===== src/rtl/mem_access_pkg.sv =====
// Shared encodings and record types for the MEM stage of the cqu_mips pipeline.
// Holds the access-size codes, the MEM FSM state codes and the latched request / MEM-WB layouts.
package mem_access_pkg;

    localparam logic [1:0] SZ_BYTE = 2'b00;
    localparam logic [1:0] SZ_HALF = 2'b01;
    localparam logic [1:0] SZ_WORD = 2'b10;

    localparam logic [1:0] MS_IDLE = 2'b00;
    localparam logic [1:0] MS_REQ  = 2'b01;
    localparam logic [1:0] MS_HOLD = 2'b10;

    // Everything needed to drive the bus and finish the instruction once ack arrives.
    typedef struct packed {
        logic [31:0] addr;
        logic        we;
        logic [1:0]  size;
        logic        is_unsigned;
        logic [4:0]  write_reg;
        logic        reg_write;
        logic        mem_to_reg;
        logic [3:0]  wstrb;
        logic [31:0] wdata;
    } mem_req_t;

    typedef struct packed {
        logic [31:0] result;
        logic [4:0]  write_reg;
        logic        reg_write;
        logic        mem_to_reg;
    } mem_wb_t;

    // Size code 2'b11 behaves as a word access.
    function automatic logic misaligned(input logic [1:0] size, input logic [1:0] lsb);
        logic bad;
        case (size)
            SZ_BYTE: bad = 1'b0;
            SZ_HALF: bad = lsb[0];
            default: bad = (lsb != 2'b00);
        endcase
        return bad;
    endfunction

endpackage


===== src/rtl/mem_access_if.sv =====
// Data-memory bus between the MEM stage (master) and the data memory (slave).
// dmem_req is the valid: once raised, dmem_we/addr/wstrb/wdata hold steady until a rising edge
// samples dmem_ack high; dmem_rdata is only meaningful in that same cycle. Ack may coincide with
// the first request cycle.
interface mem_access_if;

    logic        dmem_req;
    logic        dmem_we;
    logic [31:0] dmem_addr;
    logic [3:0]  dmem_wstrb;
    logic [31:0] dmem_wdata;
    logic [31:0] dmem_rdata;
    logic        dmem_ack;

    modport master (
        output dmem_req,
        output dmem_we,
        output dmem_addr,
        output dmem_wstrb,
        output dmem_wdata,
        input  dmem_rdata,
        input  dmem_ack
    );

    modport slave (
        input  dmem_req,
        input  dmem_we,
        input  dmem_addr,
        input  dmem_wstrb,
        input  dmem_wdata,
        output dmem_rdata,
        output dmem_ack
    );

endinterface


===== src/rtl/mem_access_align.sv =====
// Byte-lane steering for data-memory accesses: store strobes/lane replication and
// load lane selection with sign/zero extension. Purely combinational so a cache can reuse it.
module mem_align
    import mem_access_pkg::*;
(
    input  logic [1:0]  st_size_i,
    input  logic [1:0]  st_addr_i,
    input  logic [31:0] store_data_i,
    output logic [3:0]  wstrb_o,
    output logic [31:0] wdata_o,
    input  logic [1:0]  ld_size_i,
    input  logic        ld_unsigned_i,
    input  logic [1:0]  ld_addr_i,
    input  logic [31:0] rdata_i,
    output logic [31:0] ld_data_o
);

    logic [7:0]  ld_byte;
    logic [15:0] ld_half;

    always_comb begin
        wstrb_o = 4'b1111;
        wdata_o = store_data_i;
        case (st_size_i)
            SZ_BYTE: begin
                wstrb_o = 4'b0001 << st_addr_i;
                wdata_o = {4{store_data_i[7:0]}};
            end
            SZ_HALF: begin
                wstrb_o = st_addr_i[1] ? 4'b1100 : 4'b0011;
                wdata_o = {2{store_data_i[15:0]}};
            end
            default: ;
        endcase
    end

    always_comb begin
        case (ld_addr_i)
            2'd0:    ld_byte = rdata_i[7:0];
            2'd1:    ld_byte = rdata_i[15:8];
            2'd2:    ld_byte = rdata_i[23:16];
            default: ld_byte = rdata_i[31:24];
        endcase
        ld_half = ld_addr_i[1] ? rdata_i[31:16] : rdata_i[15:0];
    end

    always_comb begin
        ld_data_o = rdata_i;
        case (ld_size_i)
            SZ_BYTE: ld_data_o = {{24{~ld_unsigned_i & ld_byte[7]}}, ld_byte};
            SZ_HALF: ld_data_o = {{16{~ld_unsigned_i & ld_half[15]}}, ld_half};
            default: ;
        endcase
    end

endmodule


===== src/rtl/mem_access.sv =====
// MEM stage: issues loads/stores over the dmem req/ack bus, aligns data, flags misaligned
// accesses and bus timeouts, and owns the MEM/WB pipeline register read by write_back.
module mem_access
    import mem_access_pkg::*;
#(
    parameter int unsigned TIMEOUT = 64
) (
    input  logic                clk,
    input  logic                rst,
    input  logic                ex_valid,
    input  logic [31:0]         alu_result,
    input  logic [31:0]         store_data,
    input  logic [4:0]          write_reg,
    input  logic                reg_write,
    input  logic                mem_to_reg,
    input  logic                mem_read,
    input  logic                mem_write,
    input  logic [1:0]          mem_size,
    input  logic                mem_unsigned,
    input  logic                stall_in,
    output logic                stall_out,
    mem_access_if.master        dmem,
    output logic [31:0]         final_result,
    output logic [4:0]          write_reg_out,
    output logic                reg_write_final,
    output logic                mem_to_reg_final,
    output logic                addr_err,
    output logic                bus_err,
    output logic [31:0]         err_addr,
    output logic [1:0]          dbg_state_o
);

    localparam logic [7:0] TO_LAST = 8'(TIMEOUT - 1);

    logic [1:0]  state_q, state_d;
    mem_req_t    req_q, req_d;
    mem_wb_t     wb_q, wb_d;
    logic [7:0]  cnt_q, cnt_d;
    logic [31:0] hold_q, hold_d;
    logic        addr_err_q, addr_err_d;
    logic        bus_err_q, bus_err_d;
    logic [31:0] err_addr_q, err_addr_d;

    logic        is_mem;
    logic [3:0]  st_wstrb;
    logic [31:0] st_wdata;
    logic [31:0] ld_data;
    logic [31:0] rsp_data;

    mem_align u_align (
        .st_size_i     (mem_size),
        .st_addr_i     (alu_result[1:0]),
        .store_data_i  (store_data),
        .wstrb_o       (st_wstrb),
        .wdata_o       (st_wdata),
        .ld_size_i     (req_q.size),
        .ld_unsigned_i (req_q.is_unsigned),
        .ld_addr_i     (req_q.addr[1:0]),
        .rdata_i       (dmem.dmem_rdata),
        .ld_data_o     (ld_data)
    );

    // Stores retire with the address as their result and never write the register file.
    function automatic mem_wb_t commit(input mem_req_t r, input logic [31:0] value);
        mem_wb_t w;
        w.result     = value;
        w.write_reg  = r.write_reg;
        w.reg_write  = r.reg_write & ~r.we;
        w.mem_to_reg = r.mem_to_reg & ~r.we;
        return w;
    endfunction

    assign is_mem   = mem_read | mem_write;
    assign rsp_data = req_q.we ? req_q.addr : ld_data;

    always_comb begin
        state_d    = state_q;
        req_d      = req_q;
        wb_d       = wb_q;
        cnt_d      = cnt_q;
        hold_d     = hold_q;
        addr_err_d = 1'b0;
        bus_err_d  = 1'b0;
        err_addr_d = err_addr_q;

        case (state_q)
            MS_IDLE: begin
                if (!stall_in) begin
                    // Default for an empty slot or a memory op: a bubble in MEM/WB.
                    wb_d.reg_write  = 1'b0;
                    wb_d.mem_to_reg = 1'b0;
                    if (ex_valid && !is_mem) begin
                        wb_d.result    = alu_result;
                        wb_d.write_reg = write_reg;
                        wb_d.reg_write = reg_write;
                    end else if (ex_valid && misaligned(mem_size, alu_result[1:0])) begin
                        addr_err_d = 1'b1;
                        err_addr_d = alu_result;
                    end else if (ex_valid) begin
                        state_d           = MS_REQ;
                        cnt_d             = 8'd0;
                        req_d.addr        = alu_result;
                        req_d.we          = mem_write;
                        req_d.size        = mem_size;
                        req_d.is_unsigned = mem_unsigned;
                        req_d.write_reg   = write_reg;
                        req_d.reg_write   = reg_write;
                        req_d.mem_to_reg  = mem_to_reg;
                        req_d.wstrb       = mem_write ? st_wstrb : 4'b0000;
                        req_d.wdata       = st_wdata;
                    end
                end
            end

            MS_REQ: begin
                if (dmem.dmem_ack) begin
                    if (!stall_in) begin
                        wb_d    = commit(req_q, rsp_data);
                        state_d = MS_IDLE;
                    end else begin
                        hold_d  = rsp_data;
                        state_d = MS_HOLD;
                    end
                end else if (cnt_q == TO_LAST) begin
                    bus_err_d  = 1'b1;
                    err_addr_d = req_q.addr;
                    state_d    = MS_IDLE;
                    if (!stall_in) begin
                        wb_d.reg_write  = 1'b0;
                        wb_d.mem_to_reg = 1'b0;
                    end
                end else begin
                    cnt_d = cnt_q + 8'd1;
                end
            end

            MS_HOLD: begin
                if (!stall_in) begin
                    wb_d    = commit(req_q, hold_q);
                    state_d = MS_IDLE;
                end
            end

            default: state_d = MS_IDLE;
        endcase
    end

    always_ff @(posedge clk or posedge rst) begin
        if (rst) begin
            state_q    <= MS_IDLE;
            req_q      <= '0;
            wb_q       <= '0;
            cnt_q      <= 8'd0;
            hold_q     <= 32'd0;
            addr_err_q <= 1'b0;
            bus_err_q  <= 1'b0;
            err_addr_q <= 32'd0;
        end else begin
            state_q    <= state_d;
            req_q      <= req_d;
            wb_q       <= wb_d;
            cnt_q      <= cnt_d;
            hold_q     <= hold_d;
            addr_err_q <= addr_err_d;
            bus_err_q  <= bus_err_d;
            err_addr_q <= err_addr_d;
        end
    end

    // Bus outputs come straight from registers, so async reset drops dmem_req at once.
    assign dmem.dmem_req   = (state_q == MS_REQ);
    assign dmem.dmem_we    = dmem.dmem_req & req_q.we;
    assign dmem.dmem_addr  = {req_q.addr[31:2], 2'b00};
    assign dmem.dmem_wstrb = req_q.wstrb;
    assign dmem.dmem_wdata = req_q.wdata;

    assign stall_out        = (state_q != MS_IDLE);
    assign final_result     = wb_q.result;
    assign write_reg_out    = wb_q.write_reg;
    assign reg_write_final  = wb_q.reg_write;
    assign mem_to_reg_final = wb_q.mem_to_reg;
    assign addr_err         = addr_err_q;
    assign bus_err          = bus_err_q;
    assign err_addr         = err_addr_q;
    assign dbg_state_o      = state_q;

endmodule


===== src/flat_wrapper.sv =====
// flat-port wrapper written by rule: the top's interface ports become plain ports
module mem_access_flat import mem_access_pkg::*;
#(
    parameter int unsigned TIMEOUT = 64
)
  (clk, rst, ex_valid, alu_result, store_data, write_reg, reg_write, mem_to_reg, mem_read, mem_write, mem_size, mem_unsigned, stall_in, stall_out, final_result, write_reg_out, reg_write_final, mem_to_reg_final, addr_err, bus_err, err_addr, dbg_state_o, dmem_dmem_req, dmem_dmem_we, dmem_dmem_addr, dmem_dmem_wstrb, dmem_dmem_wdata, dmem_dmem_rdata, dmem_dmem_ack);
  mem_access_if dmem_i ();
  input  logic clk;
  input  logic rst;
  input  logic ex_valid;
  input  logic [31:0] alu_result;
  input  logic [31:0] store_data;
  input  logic [4:0] write_reg;
  input  logic reg_write;
  input  logic mem_to_reg;
  input  logic mem_read;
  input  logic mem_write;
  input  logic [1:0] mem_size;
  input  logic mem_unsigned;
  input  logic stall_in;
  output logic stall_out;
  output logic [31:0] final_result;
  output logic [4:0] write_reg_out;
  output logic reg_write_final;
  output logic mem_to_reg_final;
  output logic addr_err;
  output logic bus_err;
  output logic [31:0] err_addr;
  output logic [1:0] dbg_state_o;
  output wire logic [$bits(dmem_i.dmem_req)-1:0] dmem_dmem_req;
  output wire logic [$bits(dmem_i.dmem_we)-1:0] dmem_dmem_we;
  output wire logic [$bits(dmem_i.dmem_addr)-1:0] dmem_dmem_addr;
  output wire logic [$bits(dmem_i.dmem_wstrb)-1:0] dmem_dmem_wstrb;
  output wire logic [$bits(dmem_i.dmem_wdata)-1:0] dmem_dmem_wdata;
  input wire logic [$bits(dmem_i.dmem_rdata)-1:0] dmem_dmem_rdata;
  input wire logic [$bits(dmem_i.dmem_ack)-1:0] dmem_dmem_ack;
  assign dmem_dmem_req = dmem_i.dmem_req;
  assign dmem_dmem_we = dmem_i.dmem_we;
  assign dmem_dmem_addr = dmem_i.dmem_addr;
  assign dmem_dmem_wstrb = dmem_i.dmem_wstrb;
  assign dmem_dmem_wdata = dmem_i.dmem_wdata;
  assign dmem_i.dmem_rdata = dmem_dmem_rdata;
  assign dmem_i.dmem_ack = dmem_dmem_ack;
  mem_access #(.TIMEOUT(TIMEOUT)) u_core (.clk(clk), .rst(rst), .ex_valid(ex_valid), .alu_result(alu_result), .store_data(store_data), .write_reg(write_reg), .reg_write(reg_write), .mem_to_reg(mem_to_reg), .mem_read(mem_read), .mem_write(mem_write), .mem_size(mem_size), .mem_unsigned(mem_unsigned), .stall_in(stall_in), .stall_out(stall_out), .dmem(dmem_i), .final_result(final_result), .write_reg_out(write_reg_out), .reg_write_final(reg_write_final), .mem_to_reg_final(mem_to_reg_final), .addr_err(addr_err), .bus_err(bus_err), .err_addr(err_addr), .dbg_state_o(dbg_state_o));
endmodule

===== config.mk =====
export PLATFORM = sky130hd
export DESIGN_NAME = mem_access_flat
export DESIGN_NICKNAME = d
export VERILOG_FILES = /design/src/rtl/mem_access_pkg.sv /design/src/rtl/mem_access_if.sv /design/src/rtl/mem_access_align.sv /design/src/rtl/mem_access.sv /design/src/flat_wrapper.sv
export SDC_FILE = /design/constraint.sdc
export NUM_CORES = 1
export LEC_CHECK = 0
export BUFFER_PORTS_ARGS = -buffer_cell sky130_fd_sc_hd__buf_4
export CORE_ASPECT_RATIO = 1.1
export CORE_MARGIN = 3
export CORE_UTILIZATION = 49
export DETAILED_ROUTE_END_ITERATION = 12
export PLACE_DENSITY = 0.76
export SLEW_MARGIN = 20
export SYNTH_ARGS = -nofsm -noshare
export SYNTH_HDL_FRONTEND = slang
export SYNTH_SLANG_ARGS = --single-unit

===== constraint.sdc =====
create_clock -name clk -period 7.5 [get_ports clk]
set_clock_uncertainty 0.15 [all_clocks]
set_input_delay 0 -clock clk [delete_from_list [all_inputs] [get_ports clk]]
set_output_delay 0 -clock clk [all_outputs]
set_load 0.02 [all_outputs]

======== After elaboration in Yosys (flattened, before gate mapping) ========
Index checks and enable logic that the tools add are counted.
word-level totals
  input port bits ......................... 113
  output and inout port bits .............. 146
  bits in registers ....................... 194
operators by class
  reduce and logical (&&, ||, !) cells .... 18
  multiplexer cells ....................... 49
  bitwise logic cells ..................... 11
  shift-type cells ........................ 1
  equal/unequal tests ..................... 22
  $add $sub $neg .......................... 1
operators by type and width
  cell                                                 number
  two-way mux 32 bit                                   6
  case mux 32 bit (2 select lines)                     3
  two-way mux 39 bit                                   3
  case mux 39 bit (3 select lines)                     1
  two-way mux 8 bit                                    6
  two-way mux 38 bit                                   1
  two-way mux 37 bit                                   1
  case mux 8 bit (3 select lines)                      1
  AND reduction 6 bit                                  4
  two-way mux 2 bit                                    10
  != test 2 bit, second input constant                 10
  two-way mux 16 bit                                   1
  case mux 8 bit (2 select lines)                      1
  two-way mux 1 bit                                    10
  != test 3 bit, second input constant                 3
  adder 8 x 1 -> 8 bit, second input constant          1
  equality test 2 x 1 -> 1 bit, second input constant  4
  equality test 8 x 6 -> 1 bit, second input constant  1
  logical NOT 2 bit                                    4
  two-way mux 4 bit                                    2
  case mux 4 bit (2 select lines)                      1
  AND reduction 7 bit                                  1
  case mux 2 bit (3 select lines)                      1
  nonzero test 2 bit                                   3
  12 further kinds                                     23

======== Depth between registers and ports, before layout ========
Gate-level depths: netlist of the first run.
  word-level depth ........................ 11
  depth in mapped cells ................... 10
  depth with buffers taken out ............ 6

======== Hierarchy ========
A second synthesis of the first run with hierarchy kept.
second synthesis, totals
  cells, all modules ...................... 1,042
  area total of the unflattened synthesis .. 10,717.8 µm²
by module, submodules not included
  module      instances  cells each  area each (µm²)  sequential area each (µm²)
  mem_access  1          860         9,434.0          4,854.7
  mem_align   1          182         1,283.7          0.0

======== Least setup slack after synthesis of the first run ========
Ideal clock, no wire load.
  path type ............................... reg2reg
  start point ............................. reg u_core.state_q[1] (netlist: u_core.dbg_state_o[1])
  end point ............................... reg u_core.err_addr_q[0] (netlist: u_core.err_addr[0])
  data required time ...................... 7.225 ns
  library setup time ...................... 0.125 ns
  arrival time ............................ 2.223 ns
  cell stages (with the launch flop) ...... 10
  path slack .............................. 5.002 ns
  path through ............................ dfrtp_1 inv_1 ha_1 buf_2 nand2b_1 clkbuf_1 o31ai_1 a21bo_1 buf_2 mux2_2
on the way
  word-level cells in the longest chain between the ends .. 3
  elaborated cells between the ends (all ways) .. 10
ends and longest elaborated chain
  what                                                                  RTL line            RTL
  from (decl)                                                           mem_access.sv:35    logic [1:0] state_q, state_d;
  from (signal assigned)                                                mem_access.sv:159   state_q <= state_d;
  equality test 2 x 1 -> 1 bit *                                        n/a
  named net dmem_dmem_req                                               flat_wrapper.sv:30  output wire logic [$bits(dmem_i.dmem_req)-1:0] dmem_dmem_req;
  != test 2 bit (no line) / nonzero test 2 bit (equally long branches)  n/a
  AND reduction 6 bit (no line)                                         n/a
  to (signal assigned)                                                  mem_access.sv:166   err_addr_q <= err_addr_d;
  to (decl)                                                             mem_access.sv:42    logic [31:0] err_addr_q, err_addr_d;
Mark *: on every way through the listed nets, which the timed path passes. The rest lies on a longest branch.
A chain may end at the register's enable or synchronous reset.

======== Worst setup path after layout of the first run ========
  start point ............................. reg u_core.state_q[1] (netlist: u_core.dbg_state_o[1])
  end point ............................... reg u_core.err_addr_q[24] (netlist: u_core.err_addr[24])
on the way
  word-level cells in the longest chain between the ends .. 3
  elaborated cells between the ends (all ways) .. 10
ends and longest elaborated chain
  what                                                                      RTL line          RTL
  equality test 2 x 1 -> 1 bit / logical NOT 2 bit (equally long branches)  mem_access.sv:86  case (state_q)
  != test 2 bit (no line) (tied with other cells)                           n/a
  AND reduction 6 bit (no line)                                             n/a
Several ways; a longest one is shown, not always the timed one.

==> out/metrics.cfg, run 1 <==
[timing]
whs_ps = 3.66
grt_setup_unrepaired = no
max_freq_ghz = 0.280
drv_slew = 0
tns_ps = 0
final.min_clock_period_ps = 3570
setup_ws_ps = 3930
hold_viol = 0
setup_viol = 0
slew-limit-headroom_pct = 26.4
fin_crit_sh_pct = 47.6
worstMarginPinSlew_ps = 1100

[yosys]
syn-cell-area_mm2 = 0.0111
synthArstFlopShare_pct = 100
ys_types = 68
yosysSeqAreaShare_pct = 43.8
synth_largest_area_cell = dfrtp_1
ys_ff_latch = 194
syn_area_per_cell_um2 = 9.83
ys_top_cells_by_area = dfrtp_1, mux2_2, nand2_1, o21ai_0, buf_4
post-synth-top-count-cell = dfrtp_1
synthesis.instances = 1128
synth_ff_type = dfrtp_1
synthTopCellsByCount = dfrtp_1, nand2_1, mux2_2, o21ai_0, buf_4
yosys_warnings = 0
synth_edf_count = 0
synth_top_area_share_pct = 43.8

[worst_setup_path]
critPathRequiredTime_ps = 7670
crit-reg2reg-launch = u_core.dbg_state_o[1]$_DFFE_PP0P_
cp-end-kind = register
crit_top_cell = buf_4
cp_max_fo = 41
crit_slowest_cell = ha_2
path_depth = 8
path_delay_family = buffers and inverters
crit_start = u_core.dbg_state_o[1]$_DFFE_PP0P_
critical_path.max_stage_delay_ps = 780
rr_worst_depth = 8
cp-start-kind = register
cp.arrival_ps = 3750
crit_chain = inv_1 > ha_2 > buf_4 > nand2b_1 > o31ai_1 > a21bo_1 > buf_4 > mux2_2
critPathBufInv = 3
criticalPathCategory = reg2reg

[die]
core_area_mm2 = 0.0222
num_rows = 57
dieArea_mm2 = 0.0245
die_w_um = 149
start_util_pct = 50.0
ioPinCount = 259
die_h_um = 164

[cts]
htreeDepth = 4
cts_tree = done
cts_root_buf = clkbuf_16
cts_buffer_depth = 2
worstSkewPairLatency_ps = 440
cts_setup_buffers = 0
clock_sinks = 194
cts_inserted_buffers = 17
clk_pin_slew_ps = 70

[finish]
finalNetCount = 1501
fin_util_pct = 65.4
nFillCells = 1743
n_antenna_cell = 0
areaGrowthSynthToFinish_pct = 30.8
drive_gt1_share_pct = 32.2
design_area_mm2 = 0.0145

[route]
drt-wirelength-per-cell_um = 20.5
wirelength_um = 34700
ant_nets = 0
dr.pass1.iters = 5
drc_errors = 0
first_iter_violations = 747
viasPerCell = 5.81
vias = 9828

[place]
pre_cts_ws_ps = 3970
place_area_mm2 = 0.0126
io_buffers = 256
globalplace.congestion = 0.871
hpwlAfterDp_um = 22000

[power]
leakage_uw = 0.00637
p_per_area_mw_per_mm2 = 405
peakVddDrop_mv = 0.221

[hold_path]
hold_path_startpoint = dmem_dmem_rdata[3]
hold_depth = 4
hold_class = in2reg

[flow_run]
cap_violations = 0

[grt]
grt-ovfl-total = 0
grt.total_usage_pct = 27.9
antenna_found_initial = 0
grt_max_degree = 139
grt_pass1_vias = 9885
grt_pass1_wl_um = 54200

[status]
outcome = finished clean

cells in the final DEF, fill, tap and decap left out, drive strengths merged, types with 6 or more instances in the layout:
cell,n
a2111oi,12
a211oi,12
a21oi,36
a22oi,16
a32o,6
a32oi,9
buf,271
clkbuf,17
clkinv,7
dfrtp,194
dlygate4sd3,125
inv,32
mux2,121
mux2i,30
nand2,165
nand2b,12
nand3,12
nor2,21
nor2b,23
nor3,9
o211ai,13
o21ai,126
o221ai,9
o31ai,29
or3,8
area by class of cell:
type / count / area [µm²] / share of cell area [%]
Clock buffer: 17 / 425 / 2.93
Clock inverter: 15 / 173 / 1.19
Inverter: 26 / 105 / 0.725
Multi-Input combinational cell: 749 / 5270 / 36.3
Sequential cell: 194 / 4860 / 33.5
Tap cell: 295 / 369 / 2.55
Timing Repair Buffer: 396 / 3310 / 22.8
where the power goes:
part	switching (µW)	internal, µW	leakage (µW)
combinational	1720	1280	0.00367
sequential	432	1510	0.00241
clock	453	476	0.000291
worst reg2reg max path, stage by stage (launching register included):
cell and delay (ps):
dfrtp_1 410, inv_1 110, ha_2 780, buf_4 520, nand2b_1 350, o31ai_1 120, a21bo_1 190, buf_4 440
mux2_2 420
state kept, by name (all words and copies together), names as in the netlist:
name,count
u_core.dmem.dmem_wdata,32
u_core.err_addr,32
u_core.final_result,32
u_core.hold_q,32
u_core.dmem.dmem_addr,30
u_core.req_q,13
u_core.cnt_q,8
u_core.write_reg_out,5
u_core.dmem.dmem_wstrb,4
u_core.dbg_state_o,2
u_core.addr_err,1
u_core.bus_err,1
u_core.mem_to_reg_final,1
u_core.reg_write_final,1
path summary, 6_finish.rpt:
path | to | slack (ps)
max reg2reg | u_core.err_addr[24]$_DFFE_PP0P_ | 3930
max in group asynchronous | u_core.hold_q[4]$_DFFE_PP0P_ | 5710
min | u_core.final_result[3]$_DFFE_PP0P_ | 4
min in group asynchronous | u_core.dmem.dmem_wdata[3]$_DFFE_PP0P_ | 170
max | u_core.err_addr[24]$_DFFE_PP0P_ | 3930
min reg2reg | u_core.hold_q[23]$_DFFE_PP0P_ | 330
per-layer routing:
layer | up-vias | part of all wire [%] | wire [µm] | global-route usage, %
li1 | 4494 | - | - | -
met5 | - | 0 | 0 | 0
met4 | 0 | 2.9 | 1010 | 9.49
met2 | 472 | 49 | 16900 | 47.2
met3 | 56 | 9.1 | 3170 | 6.29
met1 | 4806 | 39 | 13600 | 35.5
stage by stage:
stage | std cells | total power, µW
detailed placement | 1534 | 4860
global route | 1692 | 6210
CTS | 1691 | 5840
finish | 1692 | 5870
global placement | 1534 | 4770
floorplan | 1129 | 4010
kinds of logic after synthesis:
| kind of cell | share of synthesized area, % |
|---|---|
| fa+ha+maj | 0.452 |
| simple gates | 12.0 |
| flops | 43.8 |
| compound gates | 19.5 |
| buf+inv | 8.97 |
| mux | 15.2 |
| other cells | 0.0338 |
repair_timing:
item                                   4_1_cts  5_1_grt
endpoints found under the hold margin      317        0
hold buffers                               125        0
gates resized for setup                      0        0
(Power assumes the default switching activity.)
==> run 2: changes to the inputs <==
clock period = 3.7 ns   (was 7.5 ns; I/O delays follow)
==> out/metrics.cfg, run 2 (same netlist as run 1, synthesis figures left out) <==
[route]
first_iter_violations = 979  ; +31%
ant_nets = 0  ; unchanged
wirelength_um = 35200  ; +1.6%
vias = 9988  ; +1.6%
drt-wirelength-per-cell_um = 20.7  ; +0.86%
viasPerCell = 5.86  ; +0.85%
dr.pass1.iters = 5  ; unchanged
drc_errors = 0  ; unchanged

[worst_setup_path]
path_delay_family = simple AND/OR/NAND/NOR gates
crit_chain = inv_1 > ha_1 > buf_4 > nand4bb_1 > buf_4 > nand2_1 > a21oi_1 > o41ai_1
cp.arrival_ps = 2880  ; -870 ps
critPathRequiredTime_ps = 3870  ; -3800 ps
cp_max_fo = 20  ; -51%
critPathBufInv = 3  ; unchanged
criticalPathCategory = reg2reg
critical_path.max_stage_delay_ps = 590  ; -190 ps
cp-end-kind = register
crit_slowest_cell = nand2_1
cp-start-kind = register
crit_top_cell = buf_4

[die]
dieArea_mm2 = 0.0245  ; unchanged
start_util_pct = 50.0  ; unchanged
ioPinCount = 259  ; unchanged
core_area_mm2 = 0.0222  ; unchanged
die_h_um = 164  ; unchanged
die_w_um = 149  ; unchanged
num_rows = 57  ; unchanged

[cts]
worstSkewPairLatency_ps = 440  ; about the same
cts_setup_buffers = 0  ; unchanged
cts_root_buf = clkbuf_16
htreeDepth = 4  ; unchanged
clock_sinks = 194  ; unchanged
cts_tree = done
clk_pin_slew_ps = 90  ; +20 ps
cts_resized = 0  ; unchanged
cts_buffer_depth = 2  ; unchanged
cts_inserted_buffers = 17  ; unchanged
cts_hold_buffers = 126  ; +0.80%

[timing]
hold_viol = 0  ; unchanged
drv_slew = 0  ; unchanged
final.min_clock_period_ps = 2710  ; -865 ps
whs_ps = 24.7  ; +21.1 ps
fin_crit_sh_pct = 73.2  ; +26 points
tns_ps = 0  ; unchanged
grt_setup_unrepaired = no
setup_viol = 0  ; unchanged
max_freq_ghz = 0.369  ; +32%
worstMarginPinSlew_ps = 1080  ; -22.8 ps
slew-limit-headroom_pct = 27.9  ; +1.5 points

[finish]
design_area_mm2 = 0.0146  ; +0.90%
layout_common_cells = buf_4, dfrtp_1, nand2_1
drive_gt1_share_pct = 32.8  ; +0.55 points
n_antenna_cell = 0  ; unchanged
final_common_cell = buf_4
areaGrowthSynthToFinish_pct = 32.0
finalNetCount = 1514  ; +0.87%

[place]
hpwlAfterDp_um = 23000  ; +4.8%
globalplace.congestion = 0.885  ; +1.6%
place_area_mm2 = 0.0127  ; +0.88%
io_buffers = 256  ; unchanged

[power]
leakage_uw = 0.00644  ; +1.0%
swShare_pct = 44.8  ; +0.39 points
power.share.clock_pct = 15.7  ; about the same
peakVddDrop_mv = 0.409  ; +85%
power.switching_uw = 5380  ; +110%
p_per_area_mw_per_mm2 = 821  ; +100%
seqPwrFrac_pct = 32.5  ; -0.5 points
internal_power_uw = 6630  ; +100%
p_comb_share_pct = 51.8  ; +0.7 points

[grt]
grt_pass1_wl_um = 55200  ; +2.0%
grt-ovfl-total = 0  ; unchanged
grt_max_degree = 80  ; -42%
grt.total_usage_pct = 28.6  ; +0.68 points
antenna_found_initial = 0  ; unchanged
grt_pass1_vias = 10100  ; +1.8%

[flow_run]
cap_violations = 0  ; unchanged

[status]
outcome = finished clean

[hold_path]
hold_class = in2reg

==> run 2: cell count changes in the layout (fill, tap and decap cells not counted) <==
cell,change
clkinv_4,-3
inv_8,-3
bufinv_16,-1
dlygate4sd3_1,+1
clkinv_2,-1
buf_4,+10
inv_6,+4
buf_12,+2
clkinv_8,+4
==> run 2: final timing paths <==
kind,start,to,slack [ps],depth (start not counted)
hold / removal,dmem_dmem_rdata[5],u_core.hold_q[5]$_DFFE_PP0P_,20,4
max in group asynchronous,rst,u_core.req_q[46]$_DFFE_PP0P_,2570,4
min in group asynchronous,rst,u_core.dmem.dmem_wdata[11]$_DFFE_PP0P_,60,3
setup reg to reg,u_core.dbg_state_o[1]$_DFFE_PP0P_,u_core.final_result[17]$_DFFE_PP0P_,990,8
setup / recovery,u_core.dbg_state_o[1]$_DFFE_PP0P_,u_core.final_result[17]$_DFFE_PP0P_,990,8
hold reg to reg,u_core.hold_q[14]$_DFFE_PP0P_,u_core.hold_q[14]$_DFFE_PP0P_,330,2
==> run 2: layout make-up <==
| class | instances | area (µm²) |
|---|---|---|
| Clock buffer | 17 | 425 |
| Clock inverter | 15 | 181 |
| Fill cell | 1698 | 7550 |
| Inverter | 26 | 101 |
| Multi-Input combinational cell | 749 | 5270 |
| Sequential cell | 194 | 4860 |
| Tap cell | 295 | 369 |
| Timing Repair Buffer | 409 | 3430 |
==> run 2: metrics by stage <==
stage | worst slack (ps) | cells | power (µW) | util, %
finish | 993 | 1705 | 12000 | 66.0
global route | 870 | 1705 | 12700 | 66.0
CTS | 1030 | 1704 | 11900 | 65.8
detailed placement | 1060 | 1546 | 9920 | 57.4
global placement | 1170 | 1546 | 9770 | 57.4
floorplan | 1050 | 1129 | 8130 | -
==> run 2: power groups by stage <==
stage | logic [µW] | registers, µW | clock network [µW]
detailed placement | 6020 | 3900 | 0
global route | 6710 | 4030 | 2000
finish | 6220 | 3910 | 1890
floorplan | 4180 | 3940 | 0
global placement | 5900 | 3860 | 0
CTS | 6150 | 3870 | 1910
==> run 2: worst register-to-register path: cells and delay by family, from the launching register on <==
kind,cells,cell delay (ps)
and+or+nand+nor,2,730
buffers and inverters,3,570
AOI/OAI and AO/OA,2,460
DFF,1,380
adders and majority gates,1,320
==> run 2: metal layers <==
metal	GRT usage, %	share of wire [%]
met5	0	0
met4	10.5	3.2
met3	6.40	9.3
met2	47.6	48
met1	36.7	39
==> run 3: changes to the inputs <==
PLACE_DENSITY = 0.79   (was 0.76)
clock period = 2.4 ns   (was 3.7 ns; I/O delays follow)
==> out/metrics.cfg, run 3 (same netlist as run 1, synthesis figures left out) <==
[power]
peakVddDrop_mv = 0.627  ; +53%
leakage_uw = 0.00653  ; +1.4%
p_per_area_mw_per_mm2 = 1270  ; +55%

[finish]
nFillCells = 1713  ; +0.88%
final_common_cell = buf_4
layout_common_cells = buf_4, dfrtp_1, nand2_1
drive_gt1_share_pct = 34.0  ; +1.2 points
areaGrowthSynthToFinish_pct = 33.5
finalNetCount = 1530  ; +1.1%

[cts]
cts_root_buf = clkbuf_16
cts_inserted_buffers = 17  ; unchanged
worstSkewPairLatency_ps = 440  ; about the same
cts_setup_buffers = 0  ; unchanged
cts_tree = done
clock_sinks = 194  ; unchanged
cts_buffer_depth = 2  ; unchanged
clk_pin_slew_ps = 70  ; -20 ps
htreeDepth = 4  ; unchanged

[worst_setup_path]
criticalPathCategory = reg2reg
critPathBufInv = 3  ; unchanged
critical_path.max_stage_delay_ps = 480  ; -110 ps
path_delay_family = simple AND/OR/NAND/NOR gates
critPathRequiredTime_ps = 2560  ; -1310 ps
cp-end-kind = register
cp.arrival_ps = 2420  ; -460 ps
cp-start-kind = register
crit_slowest_cell = nor3_1
crit_chain = inv_1 > ha_1 > nor3_1 > buf_4 > nor3_4 > buf_12 > a32oi_1 > o31ai_1
cp_max_fo = 36  ; +80%

[grt]
antenna_found_initial = 1  ; +1
grt.total_usage_pct = 29.0  ; +0.38 points
grt-ovfl-total = 0  ; unchanged
grt_max_degree = 88  ; +10%
grt_pass1_vias = 10200  ; +1.7%
grt_pass1_wl_um = 56100  ; +1.5%

[timing]
whs_ps = 18.0  ; -6.74 ps
hold_viol = 0  ; unchanged
final.min_clock_period_ps = 2260  ; -445 ps
grt_setup_unrepaired = no
worstMarginPinSlew_ps = 610  ; -472 ps
fin_crit_sh_pct = 94.2  ; +21 points
drv_slew = 0  ; unchanged
slew-limit-headroom_pct = 59.3  ; +31 points
setup_viol = 0  ; unchanged
max_freq_ghz = 0.442  ; +20%
setup_ws_ps = 138  ; -855 ps

[place]
hpwlAfterDp_um = 24400  ; +5.8%
globalplace.congestion = 0.918  ; +3.7%
pre_cts_ws_ps = 96.0  ; -960 ps
io_buffers = 256  ; unchanged

[route]
wirelength_um = 35700  ; +1.4%
viasPerCell = 5.80  ; -0.98%
drc_errors = 0  ; unchanged
ant_nets = 0  ; unchanged
drt-wirelength-per-cell_um = 20.7  ; +0.40%
dr.pass1.iters = 5  ; unchanged
first_iter_violations = 825  ; -16%
vias = 9989  ; +0.010%

[flow_run]
cap_violations = 0  ; unchanged

[die]
ioPinCount = 259  ; unchanged
dieArea_mm2 = 0.0245  ; unchanged
start_util_pct = 50.0  ; unchanged
die_h_um = 164  ; unchanged
num_rows = 57  ; unchanged
die_w_um = 149  ; unchanged
core_area_mm2 = 0.0222  ; unchanged

[hold_path]
hold_class = in2reg

[status]
outcome = finished clean

-- run 3: cell count changes in the layout (fill, tap and decap cells not counted), sizes merged, moves of 2 or more --
| cell | change |
|---|---|
| clkinv | -2 |
| dlygate4sd3 | -5 |
| inv | -2 |
| clkinvlp | +2 |
| buf | +21 |
-- run 3: cell type report --
class                      count  area [µm²]  share of cell area [%]
antenna                        1        2.50                  0.0169
clock buffer                  18         429                    2.90
clock inverter                14         149                    1.01
inverter                      26         101                   0.685
multi-input combinational    749        5290                    35.8
sequential                   194        4860                    32.8
tap                          295         369                    2.50
timing repair buffer         425        3590                    24.3
-- run 3: final timing paths --
kind,cells past startpoint,startpoint,endpoint,slack [ps]
worst max register to register,8,u_core.dbg_state_o[0]$_DFFE_PP0P_,u_core.final_result[1]$_DFFE_PP0P_,140
worst max-delay path,8,u_core.dbg_state_o[0]$_DFFE_PP0P_,u_core.final_result[1]$_DFFE_PP0P_,140
max in group asynchronous,5,rst,u_core.err_addr[26]$_DFFE_PP0P_,850
worst min register to register,2,u_core.hold_q[27]$_DFFE_PP0P_,u_core.hold_q[27]$_DFFE_PP0P_,330
worst min-delay path,4,dmem_dmem_rdata[2],u_core.final_result[2]$_DFFE_PP0P_,20
min in group asynchronous,4,rst,u_core.err_addr[29]$_DFFE_PP0P_,470
-- run 3: repair_timing --
item,in CTS,in global routing
resized for setup,0,6
endpoints found under the hold margin,371,0
endpoints found under the setup margin,0,12
hold buffers,121,0
-- run 3: worst min-delay path, delay by kind of cell --
family	cells	cell delay (ps)
buf+inv	1	80
compound gates	3	470
-- run 3: per-layer routing --
metal	global-route usage (%)	up-vias	share of wire (%)
met1	36.2	4924	40
met2	49.9	456	50
li1	-	4532	-
met4	10.1	0	2.9
met5	0	-	0
met3	6.18	77	7.6
-- run 3: where the power goes --
| part | internal (µW) | switching (µW) |
|---|---|---|
| Sequential | 4720 | 1170 |
| Clock | 1470 | 1390 |
| Combinational | 4350 | 5750 |
-- run 3: per-stage QoR --
step | util (%) | instances | TNS [ps] | power, µW | instance area (µm²)
after floorplan | - | 1129 | -49400 | 12600 | 11100
after global placement | 58.5 | 1568 | 0 | 15400 | 13000
final | 66.7 | 1722 | 0 | 18900 | 14800
after global routing | 66.7 | 1722 | 0 | 19900 | 14800
after detailed placement | 58.5 | 1568 | 0 | 15600 | 13000
after CTS | 66.6 | 1721 | 0 | 18700 | 14800
